File: config.mk
export PLATFORM = sky130hd
export DESIGN_NAME = lbist_tpg
export DESIGN_NICKNAME = d
export VERILOG_FILES = /design/src/rtl/lbist_pkg.sv /design/src/rtl/tpg_lfsr.sv /design/src/rtl/lbist_tpg.sv
export SDC_FILE = /design/constraint.sdc
export NUM_CORES = 1
export LEC_CHECK = 0
export CAP_MARGIN = 20
export CORE_MARGIN = 5
export CORE_UTILIZATION = 40
export CTS_BUF_LIST = sky130_fd_sc_hd__clkbuf_2
export CTS_CLUSTER_DIAMETER = 60
export DETAILED_ROUTE_END_ITERATION = 10
export PLACE_DENSITY = 0.91
export SLEW_MARGIN = 20
export SYNTH_ARGS = -nofsm -noshare
export SYNTH_HDL_FRONTEND = slang
export SYNTH_HIERARCHICAL = 1
export SYNTH_SLANG_ARGS = --single-unit
File: constraint.sdc
create_clock -name clk -period 2.2 [get_ports clk]
set_input_delay 0.33 -clock clk [delete_from_list [all_inputs] [get_ports clk]]
set_output_delay 0.33 -clock clk [all_outputs]
set_load 0.005 [all_outputs]
File: src/rtl/lbist_pkg.sv
// Shared types and default constants for the LBIST test-pattern generator.
package lbist_pkg;

  typedef enum logic [1:0] {
    IDLE    = 2'd0,
    SHIFT   = 2'd1,
    CAPTURE = 2'd2,
    DONE    = 2'd3
  } tpg_state_t;

  // Fibonacci tap masks for the step next = {lfsr[W-2:0], ^(lfsr & POLY)}
  localparam logic [7:0]  POLY_W8  = 8'hB8;
  localparam logic [15:0] POLY_W16 = 16'hB400;
  localparam logic [31:0] POLY_W32 = 32'h8020_0003;

  localparam logic [31:0] DEFAULT_SEED = 32'h0000_0001;

endpackage

File: src/rtl/tpg_lfsr.sv
// Fibonacci LFSR with seed load; a zero seed is replaced by 1 so the register never locks up.
module tpg_lfsr #(
  parameter int                 LFSR_W = 32,
  parameter logic [LFSR_W-1:0]  POLY   = LFSR_W'(32'h8020_0003),
  parameter logic [LFSR_W-1:0]  SEED   = LFSR_W'(1)
) (
  input  logic              clk,
  input  logic              rst,
  input  logic              step,
  input  logic              load,
  input  logic [LFSR_W-1:0] load_val,
  output logic [LFSR_W-1:0] state
);

  logic [LFSR_W-1:0] seed_safe;

  assign seed_safe = (load_val == '0) ? LFSR_W'(1) : load_val;

  always_ff @(posedge clk) begin
    if (rst) begin
      state <= SEED;
    end else if (load) begin
      state <= seed_safe;
    end else if (step) begin
      state <= {state[LFSR_W-2:0], ^(state & POLY)};
    end
  end

endmodule

File: src/rtl/lbist_tpg.sv
// LBIST pattern generator: LFSR-driven scan/PI patterns with a shift/capture session sequencer.
// Define TPG_PHASE_SHIFTER_EN to XOR-decorrelate the chain and PI taps.
//
// state   | meaning
// IDLE    | waiting for start / seed, outputs quiet
// SHIFT   | CHAIN_LEN shift cycles, LFSR advancing, scan_en high
// CAPTURE | one-cycle capture strobe, pattern counted
// DONE    | session complete, holds until start or abort
module lbist_tpg
  import lbist_pkg::*;
#(
  parameter int                LFSR_W     = 32,
  parameter logic [LFSR_W-1:0] POLY       = LFSR_W'(POLY_W32),
  parameter logic [LFSR_W-1:0] SEED       = LFSR_W'(DEFAULT_SEED),
  parameter int                N_CHAINS   = 7,
  parameter int                PI_W       = 260,
  parameter int                CHAIN_LEN  = 64,
  parameter int                N_PATTERNS = 1024,
  parameter int                CNT_W      = $clog2(N_PATTERNS + 1)
) (
  input  logic                clk,
  input  logic                rst,
  input  logic                start,
  input  logic                abort,
  input  logic                seed_vld,
  input  logic [LFSR_W-1:0]   seed,
  output logic [N_CHAINS-1:0] sc_dout,
  output logic [PI_W-1:0]     pi_dout,
  output logic                scan_en,
  output logic                capture,
  output logic [CNT_W-1:0]    pat_cnt,
  output logic                busy,
  output logic                done
);

  localparam int SH_W = $clog2(CHAIN_LEN + 1);

  tpg_state_t          state, state_nxt;
  logic [SH_W-1:0]     sh_cnt;
  logic [LFSR_W-1:0]   lfsr;
  logic [N_CHAINS-1:0] sc_map;
  logic [PI_W-1:0]     pi_map;
  logic                sh_tc, last_pat;
  logic                lfsr_step, lfsr_load, pi_load, cnt_clr, cnt_inc;

  tpg_lfsr #(
    .LFSR_W (LFSR_W),
    .POLY   (POLY),
    .SEED   (SEED)
  ) u_lfsr (
    .clk      (clk),
    .rst      (rst),
    .step     (lfsr_step),
    .load     (lfsr_load),
    .load_val (seed),
    .state    (lfsr)
  );

  assign sh_tc    = (sh_cnt == '0);
  assign last_pat = ((pat_cnt + CNT_W'(1)) == CNT_W'(N_PATTERNS));

  always_comb begin
    state_nxt = state;
    lfsr_step = 1'b0;
    lfsr_load = 1'b0;
    pi_load   = 1'b0;
    cnt_clr   = 1'b0;
    cnt_inc   = 1'b0;
    if (abort) begin
      state_nxt = IDLE;
      cnt_clr   = 1'b1;
    end else begin
      case (state)
        IDLE, DONE: begin
          lfsr_load = seed_vld;
          if (start) begin
            state_nxt = SHIFT;
            cnt_clr   = 1'b1;
          end
        end
        SHIFT: begin
          lfsr_step = 1'b1;
          if (sh_tc) begin
            pi_load   = 1'b1;
            state_nxt = CAPTURE;
          end
        end
        CAPTURE: begin
          cnt_inc   = 1'b1;
          state_nxt = last_pat ? DONE : SHIFT;
        end
        default: state_nxt = IDLE;
      endcase
    end
  end

  always_ff @(posedge clk) begin
    if (rst) state <= IDLE;
    else     state <= state_nxt;
  end

  // Shift timer reloads whenever outside SHIFT, so every pattern starts from a full count
  always_ff @(posedge clk) begin
    if (rst || state != SHIFT) sh_cnt <= SH_W'(CHAIN_LEN - 1);
    else if (!sh_tc)           sh_cnt <= sh_cnt - SH_W'(1);
  end

  always_ff @(posedge clk) begin
    if (rst || cnt_clr) pat_cnt <= '0;
    else if (cnt_inc)   pat_cnt <= pat_cnt + CNT_W'(1);
  end

  always_ff @(posedge clk) begin
    if (rst)          pi_dout <= '0;
    else if (pi_load) pi_dout <= pi_map;
  end

  for (genvar j = 0; j < N_CHAINS; j++) begin : g_sc
`ifdef TPG_PHASE_SHIFTER_EN
    assign sc_map[j] = lfsr[j] ^ lfsr[(j + LFSR_W / 2) % LFSR_W];
`else
    assign sc_map[j] = lfsr[(j * (LFSR_W / N_CHAINS)) % LFSR_W];
`endif
  end

  for (genvar i = 0; i < PI_W; i++) begin : g_pi
`ifdef TPG_PHASE_SHIFTER_EN
    assign pi_map[i] = lfsr[i % LFSR_W] ^ lfsr[(3 * i + 1) % LFSR_W];
`else
    assign pi_map[i] = lfsr[i % LFSR_W];
`endif
  end

  assign scan_en = (state == SHIFT);
  assign capture = (state == CAPTURE);
  assign busy    = scan_en | capture;
  assign done    = (state == DONE);
  assign sc_dout = scan_en ? sc_map : '0;

endmodule

Yosys cells after proc, flatten, opt, wreduce, memory -nomap -nowiden
Index checks and enable logic that the tools add are counted.
{"block": "word_totals", "word_cells": 45, "ff_bits": 312, "in_bits": 37, "output_inout_bits": 282}
{"block": "classes", "n_mux": 20, "n_reduce_logical": 10, "eq_ne": 7, "n_addsub": 2, "n_bitwise": 1}
{"op": "32-bit 2-to-1 mux", "n": 3}
{"op": "32-bit logical NOT", "n": 1}
{"op": "32-bit parity", "n": 1}
{"op": "1-bit 2-to-1 mux", "n": 12}
{"op": "11-bit by 1-bit adder with 11-bit output (second input constant)", "n": 1}
{"op": "11-bit == test (second input constant)", "n": 1}
{"op": "7-bit logical NOT", "n": 1}
{"op": "7-bit 2-to-1 mux", "n": 1}
{"op": "7-bit by 1-bit subtractor with 7-bit output (second input constant)", "n": 1}
{"op": "2-bit 2-to-1 mux", "n": 3}
{"op": "2-bit case mux with 3 select lines", "n": 1}
{"op": "2-bit == test (second input constant)", "n": 2}
{"op": "2-bit by 1-bit inequality test with 1-bit output (second input constant)", "n": 2}
{"op": "2-bit OR reduction", "n": 2}
{"op": "2-bit by 1-bit == test with 1-bit output (second input constant)", "n": 1}
{"op": "2-bit logical NOT", "n": 1}
{"op": "1-bit logical OR", "n": 2}
{"op": "2-bit inequality test (second input constant)", "n": 1}
{"op": "2-bit AND reduction", "n": 1}
{"op": "2-bit nonzero test", "n": 1}
{"op": "1-bit OR", "n": 1}

Logic depth before layout (Yosys ltp)
{"block": "logic_depth", "ltp_word": 5, "depth_mapped": 9, "ltp_nobuf": 7}

By module
Netlist, hierarchy kept.
{"mod": "lbist_tpg", "cells_per_inst": 510, "seq_area_each_um2": 1041.0, "n_inst": 1, "area_per_inst_um2": 4020.1}
{"mod": "tpg_lfsr", "cells_per_inst": 187, "seq_area_each_um2": 640.6, "n_inst": 1, "area_per_inst_um2": 1527.7}

Worst setup path before layout
Ideal clock, no wire load.
{"block": "synth_path", "kind": "flip-flop to flip-flop", "start": "register state[0] (netlist name)", "end": "register u_lfsr.state[0]", "period_less_slack_ns": 1.785, "path_stages_with_launch": 9, "t_required_ns": 2.080, "path_slack_ns": 0.415, "setup_time_ns": 0.120, "arrival_ns": 1.665, "cell_sequence": "dfxtp_1 > inv_1 > ha_1 > inv_1 > nor3b_1 > buf_2 > buf_1 > o211ai_1 > o31a_1"}
{"item": "end signal, assigned", "line_no": "tpg_lfsr.sv:23", "source": "state <= seed_safe;"}
{"item": "end signal, assigned", "line_no": "tpg_lfsr.sv:25", "source": "state <= {state[LFSR_W-2:0], ^(state & POLY)};"}
{"item": "end, declared", "line_no": "tpg_lfsr.sv:12", "source": "output logic [LFSR_W-1:0] state"}

==> results.md <==
- Initial Util: 40.4%
- Final Setup Violations: 0
- Antenna violations before repair: 1
- Sequential area share after synthesis: between 30% and 40%
- Synth top area share: between 30% and 40%
- YS warnings: 6
- Clock root cell: clkbuf_2
- Status: finished, final reports clean
- Clock transition at path regs: approximately 0.22 ns
- Ranking of synthesized cells by area: buf_4 (31%), dfxtp_1 (30%), a21oi_1 (6.0%)
- CTS buffer count: 9
- DR vias: between 4000 and 5000
- WP data arrival: about 1.7 ns
- Critical-path maximum fanout: 8
- Clock Latency Late Sink: 0.56 ns
- Avg WL per Cell: approximately 15 um
- Final Hold Vio Count: 0
- Share of cells above drive strength 1: about 7.3%
- Die area: approximately 16000 um^2
- Fin nets: between 800 and 900
- Clock share of power: between 20% and 30%
- Area Overhead vs Synth: 33.9%
- Commonest non-fill, non-tap cell in the layout: clkdlybuf4s50_1
- Clock Skew: approximately 0.026 ns
- I/O Buffers: roughly 320
- GRT overflow: 0
- Die Y: roughly 130 um
- FF+latch count, synth: 84
- Max VDD drop: about 260 uV
- GRT Overall Usage: between 10% and 20%
- Number of global-route vias before repair: 4267
- Sw Ratio: a little over a quarter
- Pwr Total: approximately 2.7 mW
- Cell Rows: 43
- Req. time, crit path: 1.87 ns
- Clock Tree Buf Depth: 2
- Peak Freq: just under 500 MHz
- Die X: roughly 130 um
- CP Launch Type: register
- Cell Count, Final, Fillers Out: a little under 1000
- Most frequent cells in the layout: clkdlybuf4s50_1 (307), dfxtp_1 (82), nor2_1 (77), nand2_1 (76), a21oi_1 (67)
- Comb power frac: 10.8%
- Post-DRT Antenna Nets: 0
- Htree depth: 3
- Post-route DRC violation count: 0
- CP Capture Type: output pin
- Final WL: approximately 15000 um
- P_int: between 1.5 and 2 mW
- Max-slew violation count: 0
- Slew at the pin closest to its max-slew limit: between 0.4 and 0.5 ns
- 1st-iter DRT viols: 304
- First-pass GRT wire length: roughly 22000 um
- Placed insts: around 950
- Pleak: roughly 2.6 nW
- Top cell type by total area after synthesis: buf_4
- Type of the worst setup path: register to output pin
- Cells after synthesis: between 600 and 700
- Core area: around 14000 um^2
- Mapped Area: 5550 um^2
- Slew margin rel.: between 60% and 70%
- Clock sinks: 84
- Pwr dens: roughly 360 nW/um^2
- CTS tree: yes
- Routability cong.: around 0.81
- Post-synth cell types: 45
- Largest net degree at the start of global routing: 67
- First-pass DRT Iterations: 5
- Syn Nets: ~740
- Final worst path period share: a little over nine tenths
- Post-synth top flop: dfxtp_1
- IO Count: approximately 320
- Post-synth EDFFs: 0
- Synthesized area per cell: ~8.0 um^2
- Via density: ~4.7
- Hold Crit Class: input port to register
- Sequential power share: around three fifths
- Async SR Flop Fraction: 0%
- Max cap viols: 0
- CTS Hold Bufs: 0
- RSZ-0062 raised after global routing: no
- DP HPWL: between 10000 and 15000 um
- Tmin final: between 2 and 2.5 ns
- Psw: between 0.7 and 0.8 mW
- Fin Setup TNS: 0 ns
-- cells in the mapped netlist, drive strengths merged (2+ instances only) --
cell type / count
nor2b: 3
nor4: 9
mux2i: 32
nor3b: 2
nand4: 6
clkbuf: 10
nand2: 76
nor3: 5
nand3: 4
buf: 251
ha: 7
xnor2: 10
or3: 3
xor2: 9
and3: 3
a31oi: 2
a211oi: 2
o21ai: 7
inv: 6
dfxtp: 84
a21oi: 67
and2: 8
nor2: 78
-- final timing paths --
path / slack (ns) / cells past startpoint / startpoint / end
worst min register to register: 0.46 / 2 / sh_cnt[6]$_SDFFE_PP0P_ / sh_cnt[6]$_SDFFE_PP0P_
worst min-delay path: 0.13 / 3 / rst / state[0]$_SDFFE_PP0P_
worst max register to register: 0.27 / 9 / state[1]$_SDFFE_PP0P_ / u_lfsr/state[2]$_SDFFE_PP0P_
worst max-delay path: 0.13 / 6 / state[1]$_SDFFE_PP0P_ / sc_dout[2]
-- cell families (layout without fill, tap and decap cells) --
kind of cell | after synthesis | after routing | synth area share (%)
flip-flops | 84 | 84 | 30.3
AO/OA/AOI/OAI | 85 | 85 | 8.23
AND/OR/NAND/NOR | 201 | 201 | 16.4
buffers and inverters | 267 | 363 | 34.1
adder cells (fa/ha/maj) | 7 | 7 | 1.58
XOR/XNOR | 20 | 20 | 3.43
multiplexers | 33 | 33 | 5.98
other | 0 | 1 | 0
-- cell type report --
cell class / instances / area, um^2
multi-input cells: 346 / 2010
well taps: 180 / 225
repair buffers: 341 / 3370
clock buffers: 11 / 55.1
flip-flops and latches: 84 / 1690
diodes: 1 / 2.50
clock inverters: 5 / 51.3
inverters: 6 / 22.5
fillers: 1234 / 6290
-- layer usage --
layer | share of wire [%] | global-route usage (%) | vias to the layer above
met1 | 38 | 19.8 | 2111
li1 | - | - | 2209
met3 | 9.4 | 4.63 | 21
met2 | 51 | 29.1 | 225
met4 | 2.4 | 6.62 | 0
met5 | 0 | 0 | -
-- flip-flops by register name (all words and copies together), names as in the netlist --
name          cells
pat_cnt          11
sh_cnt            7
state             2
pi_dout          32
u_lfsr/state     32
-- worst max-delay path, stage by stage, from the launching register on --
cell and delay (ns):
dfxtp_2 0.37, buf_4 0.12, inv_2 0.07, ha_4 0.15, buf_8 0.13, and2_1 0.13, clkdlybuf4s15_1 0.20
-- repair_timing --
action | in CTS | in global routing
pin swaps | 1 | 0
setup endpoints to repair | 9 | 5
setup buffers | 6 | 0
gates resized for setup | 26 | 5
-- stage by stage --
step           hold WS [ns]  area [um^2]  util [%]  worst slack, ns
2_1_floorplan         0.413         5550         -            0.415
3_3_place_gp          0.420         7260      52.9            0.199
3_5_place_dp          0.446         7260      52.9            0.167
4_1_cts              0.0695         7440      54.3          0.00596
5_1_grt              0.0954         7430      54.1          0.00268
6_report              0.134         7430      54.1            0.134
-- power groups by stage --
stage | Clock [mW] | Combinational, mW | Sequential, mW
2_1_floorplan | 0 | 0.149 | 1.61
3_3_place_gp | 0 | 0.275 | 1.62
3_5_place_dp | 0 | 0.280 | 1.62
4_1_cts | 0.840 | 0.290 | 1.59
5_1_grt | 0.895 | 0.318 | 1.60
6_report | 0.796 | 0.289 | 1.59
(Power assumes the default switching activity.)
